==> src/rtl/alarm_controller.sv <==
// Alarm sequencer for the 1 Hz clock domain: ring, snooze, stop, missed-alarm flag.
// Optional ALARM_BEEP_EN: ring output toggles every second while RINGING instead of staying high.
module alarm_controller #(
  parameter int RING_SECONDS   = 60,
  parameter int SNOOZE_SECONDS = 300,
  parameter int MAX_SNOOZES    = 3,
  parameter int CNT_W          = 9
) (
  input  logic       Clk_1sec,
  input  logic       reset_in,
  input  logic [3:0] hours_in,
  input  logic [5:0] minutes_in,
  input  logic [5:0] seconds_in,
  input  logic       am_pm_in,
  input  logic [3:0] alarm_hour_in,
  input  logic [5:0] alarm_minute_in,
  input  logic       alarm_ampm_in,
  input  logic       alarm_enable_in,
  input  logic       snooze_in,
  input  logic       stop_in,
  output logic       alarm_ring_out,
  output logic       snooze_active_out,
  output logic [1:0] snooze_count_out,
  output logic       alarm_missed_out,
  output logic [1:0] state_out
);

  typedef enum logic [1:0] {
    IDLE    = 2'd0,
    RINGING = 2'd1,
    SNOOZE  = 2'd2
  } state_e;

  localparam logic [CNT_W-1:0] RING_LOAD   = CNT_W'(RING_SECONDS - 1);
  localparam logic [CNT_W-1:0] SNOOZE_LOAD = CNT_W'(SNOOZE_SECONDS - 1);
  localparam logic [CNT_W-1:0] CNT_ONE     = CNT_W'(1);
  localparam logic [1:0]       MAX_CNT     = 2'(MAX_SNOOZES);

  state_e           state_q;
  logic [CNT_W-1:0] cnt_q;
  logic             ring_q;
  logic             snooze_active_q;
  logic [1:0]       snooze_cnt_q;
  logic             missed_q;
  logic             match;

  // seconds_in == 0 makes the match a one-cycle event, so a stopped alarm cannot retrigger in the same minute.
  assign match = alarm_enable_in
               & (hours_in   == alarm_hour_in)
               & (minutes_in == alarm_minute_in)
               & (am_pm_in   == alarm_ampm_in)
               & (seconds_in == 6'd0);

  // NOTE: state and outputs share one clocked block with non-blocking assignments, so every output is a flop and reads the pre-edge state.
  always_ff @(posedge Clk_1sec) begin
    if (reset_in) begin
      state_q         <= IDLE;
      cnt_q           <= '0;
      ring_q          <= 1'b0;
      snooze_active_q <= 1'b0;
      snooze_cnt_q    <= 2'd0;
      missed_q        <= 1'b0;
    end else begin
      case (state_q)
        IDLE: begin
          if (stop_in) missed_q <= 1'b0;
          if (match) begin
            state_q      <= RINGING;
            cnt_q        <= RING_LOAD;
            ring_q       <= 1'b1;
            snooze_cnt_q <= 2'd0;
          end
        end

        RINGING: begin
          if (!alarm_enable_in || stop_in) begin
            state_q <= IDLE;
            ring_q  <= 1'b0;
          end else if (snooze_in && (snooze_cnt_q < MAX_CNT)) begin
            state_q         <= SNOOZE;
            cnt_q           <= SNOOZE_LOAD;
            ring_q          <= 1'b0;
            snooze_active_q <= 1'b1;
            snooze_cnt_q    <= snooze_cnt_q + 2'd1;
          end else if (cnt_q == '0) begin
            state_q  <= IDLE;
            ring_q   <= 1'b0;
            missed_q <= 1'b1;
          end else begin
            cnt_q <= cnt_q - CNT_ONE;
`ifdef ALARM_BEEP_EN
            ring_q <= ~ring_q;
`else
            ring_q <= 1'b1;
`endif
          end
        end

        SNOOZE: begin
          if (!alarm_enable_in || stop_in) begin
            state_q         <= IDLE;
            snooze_active_q <= 1'b0;
          end else if (cnt_q == '0) begin
            state_q         <= RINGING;
            cnt_q           <= RING_LOAD;
            ring_q          <= 1'b1;
            snooze_active_q <= 1'b0;
          end else begin
            cnt_q <= cnt_q - CNT_ONE;
          end
        end

        default: begin
          state_q         <= IDLE;
          ring_q          <= 1'b0;
          snooze_active_q <= 1'b0;
        end
      endcase
    end
  end

  assign alarm_ring_out    = ring_q;
  assign snooze_active_out = snooze_active_q;
  assign snooze_count_out  = snooze_cnt_q;
  assign alarm_missed_out  = missed_q;
  assign state_out         = state_q;

endmodule

==> config.mk <==
export PLATFORM = sky130hd
export DESIGN_NAME = alarm_controller
export DESIGN_NICKNAME = d
export VERILOG_FILES = /design/src/rtl/alarm_controller.sv
export SDC_FILE = /design/constraint.sdc
export NUM_CORES = 1
export LEC_CHECK = 0
export CELL_PAD_IN_SITES_DETAIL_PLACEMENT = 1
export CELL_PAD_IN_SITES_GLOBAL_PLACEMENT = 1
export CORE_AREA = 3 3 62 64
export CTS_BUF_LIST = sky130_fd_sc_hd__clkbuf_8
export DETAILED_ROUTE_END_ITERATION = 6
export DIE_AREA = 0 0 65 67
export GPL_ROUTABILITY_DRIVEN = 0
export MAX_ROUTING_LAYER = met4
export PLACE_DENSITY = 0.82
export SETUP_SLACK_MARGIN = 0.3
export SLEW_MARGIN = 30
export SYNTH_ARGS = -nofsm -noshare
export SYNTH_HDL_FRONTEND = slang
export SYNTH_SLANG_ARGS = --single-unit
==> constraint.sdc <==
create_clock -name Clk_1sec -period 6.9 [get_ports Clk_1sec]
set_input_delay 1.38 -clock Clk_1sec [delete_from_list [all_inputs] [get_ports Clk_1sec]]
set_output_delay 1.38 -clock Clk_1sec [all_outputs]
set_load 0.005 [all_outputs]
==> flow_metrics.py <==
metrics = {
    "critical_path": {
        "reg2regPathDepth": 8,
        "cp.arrival_ns": 3.93,
        "critical_path_class": "in -> reg",
        "crit_required_ns": 7.05,
        "end_kind": "register",
        "worstPathMaxFanout": 12,
        "cp-start-kind": "input port",
    },
    "route": {
        "wirelength_mm": 4.15,
        "drc": 0,
        "wl_per_cell_um": 17.2,
        "ant_nets": 0,
        "drt-initial-drc-count": 54,
        "vias": 1375,
        "vias_per_cell": 5.68,
        "dr.pass1.iters": 4,
    },
    "synthesis": {
        "syn_area_sq_mm": 0.00120,
        "yosysTopAreaCellShare": 0.267,
        "synth_edf_count": 0,
        "ys_ff_latch": 16,
        "syn_area_per_cell_sq_um": 7.51,
        "synthDistinctLibCells": 39,
        "netlist_instances": 160,
        "postSynth.asyncResetShare": 0,
        "synth-main-ff-cell": "dfxtp_1",
        "synth-seq-area-share": 0.267,
        "synth_largest_area_cell": "dfxtp_1",
        "synth_nets": 199,
        "synth-warning-count": 0,
        "synth_area_leaders": "dfxtp_1 (27%), xor2_1 (8.0%), a21oi_1 (7.5%)",
    },
    "global_routing": {
        "grt_pass1_wl_mm": 7.03,
        "grt-ovfl-total": 0,
        "grt_max_degree": 17,
        "grt_antenna_before_repair": 0,
        "grt_pass1_vias": 1467,
        "track_usage": 0.214,
    },
    "placement": {
        "placed_cell_area_sq_mm": 0.00162,
        "io_buffers": 39,
        "hpwl_mm": 3.24,
    },
    "layout": {
        "final_area_sq_mm": 0.00168,
        "nNetsFinal": 236,
        "area_delta_synth_final_pct": 39.6,
        "diodes": 0,
        "register_area_sq_um": 320,
        "utilization": 0.502,
        "fill_cells": 426,
        "multiInputGateArea_sq_um": 827,
        "drive_gt1_frac": 0.0357,
    },
    "clocking": {
        "cts_root_buffer": "clkbuf_8",
        "cts.sinks": 16,
        "cts-htree-levels": 1,
        "clkLatencyLatePin_ns": 0.26,
        "cts_made_buffers": 3,
        "cts_tree": "yes",
        "ctsHoldBuffers": 0,
        "cts_resized": 0,
        "clkSlewWorstSetupHoldPaths_ns": 0.07,
        "post-cts-setup-buffers": 0,
        "clockBufferDepth": 2,
    },
    "die": {
        "rows": 21,
        "die_w_um": 65,
        "core_sq_mm": 0.00334,
        "die_h_um": 67,
        "die_area_sq_mm": 0.00436,
        "io_pins": 40,
        "start_util": 0.360,
    },
    "timing": {
        "fin_setup_tns_ns": 0,
        "rsz0062_at_grt": "false",
        "hold_viol_final": 0,
        "tightest_slew_ns": 0.857,
        "max_slew_margin": 0.429,
        "max_freq_ghz": 0.265,
        "final.period_utilization": 0.548,
        "finalSetupViolCount": 0,
        "report.final.slew_viol_count": 0,
        "period_minus_slack_ns": 3.78,
        "fin_skew_ns": 0.00490,
    },
    "pwr": {
        "p_per_area_mw_per_mm2": 163,
        "p_leak_uw": 0.000619,
        "ir_drop_mv": 0.0812,
    },
    "hold_path": {
        "hold_depth": 2,
        "hold_class": "reg -> reg",
    },
    "run": {
        "cap_violations": 0,
    },
    "outcome": {
        "outcome": "completed",
    },
}
layer usage:
metal,routed length (um),share of wire,global-route usage,vias to the layer above
met5,0,0,-,-
li1,-,-,-,659
met2,2260,0.54,0.395,17
met3,78,0.019,0.0337,6
met1,1770,0.43,0.237,693
met4,40,0.0096,0.0607,0
sequential cells by signal, indices dropped and copies added (netlist names):
signal and flops:
state_out 2, alarm_missed_out 1, snooze_count_out 2, alarm_ring_out 1, cnt_q 9, snooze_active_out 1
layout make-up:
class | count | share of cell area
multi-input cells | 130 | 0.493
repair buffers | 39 | 0.233
flip-flops and latches | 16 | 0.191
well taps | 46 | 0.0343
clock buffers | 4 | 0.0328
inverters | 7 | 0.0157
kinds of logic (layout without fill, tap and decap cells):
kind of cell,Yosys count,after routing,synth area share
compound gates,52,52,0.261
xor+xnor,12,12,0.0875
fa+ha+maj,6,6,0.0625
buf+inv,14,50,0.0448
flops,16,16,0.267
mux,1,1,0.00833
simple gates,59,59,0.269
path summary, 6_finish.rpt:
check | from | to | slack, ns
min reg2reg | alarm_ring_out | alarm_ring_out | 0.48
min | alarm_ring_out | alarm_ring_out | 0.48
max | alarm_enable_in | cnt_q[2] | 3.12
max reg2reg | state_out[1] | cnt_q[2] | 3.97
where the power goes:
group,internal (uW),total (uW),switching [uW]
logic,40.2,86.4,46.2
registers,95.6,99.3,3.72
clock network,50.7,88.0,37.3
total,186,274,87.2
synth_stat cells (all sizes together), types with 2 or more instances:
cell type and count:
o31ai 2, nand3 2, or4 5, o21ai 16
or3 3, a21o 2, or4b 2, a31oi 2
nand4 3, clkbuf 6, a211oi 2, dfxtp 16
nand2 13, nand2b 2, a21oi 18, nor2 13
a311oi 2, nor4 3, xor2 11, and2 3
nor3 7, ha 6, inv 7
cells in the final DEF (no fill, tap or decap), drive strengths merged, types with 3 or more instances in the layout:
cell type / count
clkdlybuf4s50: 39
nand4: 3
nor3: 7
nor4: 3
xor2: 11
inv: 7
o21ai: 16
nor2: 13
clkbuf: 4
and2: 3
a21oi: 18
or3: 3
or4: 5
ha: 6
nand2: 13
dfxtp: 16
worst max-delay path: stages:
cell	delay (ns)
clkdlybuf4s50_1	0.49
or4b_1	0.44
nor4_1	0.21
nand4_1	0.19
a21oi_1	0.73
o21ai_0	0.20
a32o_1	0.30
per-stage QoR:
| stage | hold WS (ns) | setup slack (ns) | power, uW | std cells |
|---|---|---|---|---|
| detailed placement | 0.476 | 2.86 | 186 | 238 |
| global route | 0.520 | 2.81 | 290 | 242 |
| global placement | 0.463 | 2.97 | 183 | 238 |
| floorplan | 0.461 | 3.78 | 151 | 160 |
| finish | 0.481 | 3.12 | 274 | 242 |
| CTS | 0.486 | 3.12 | 275 | 242 |
Power figures use the tool's default switching activity.
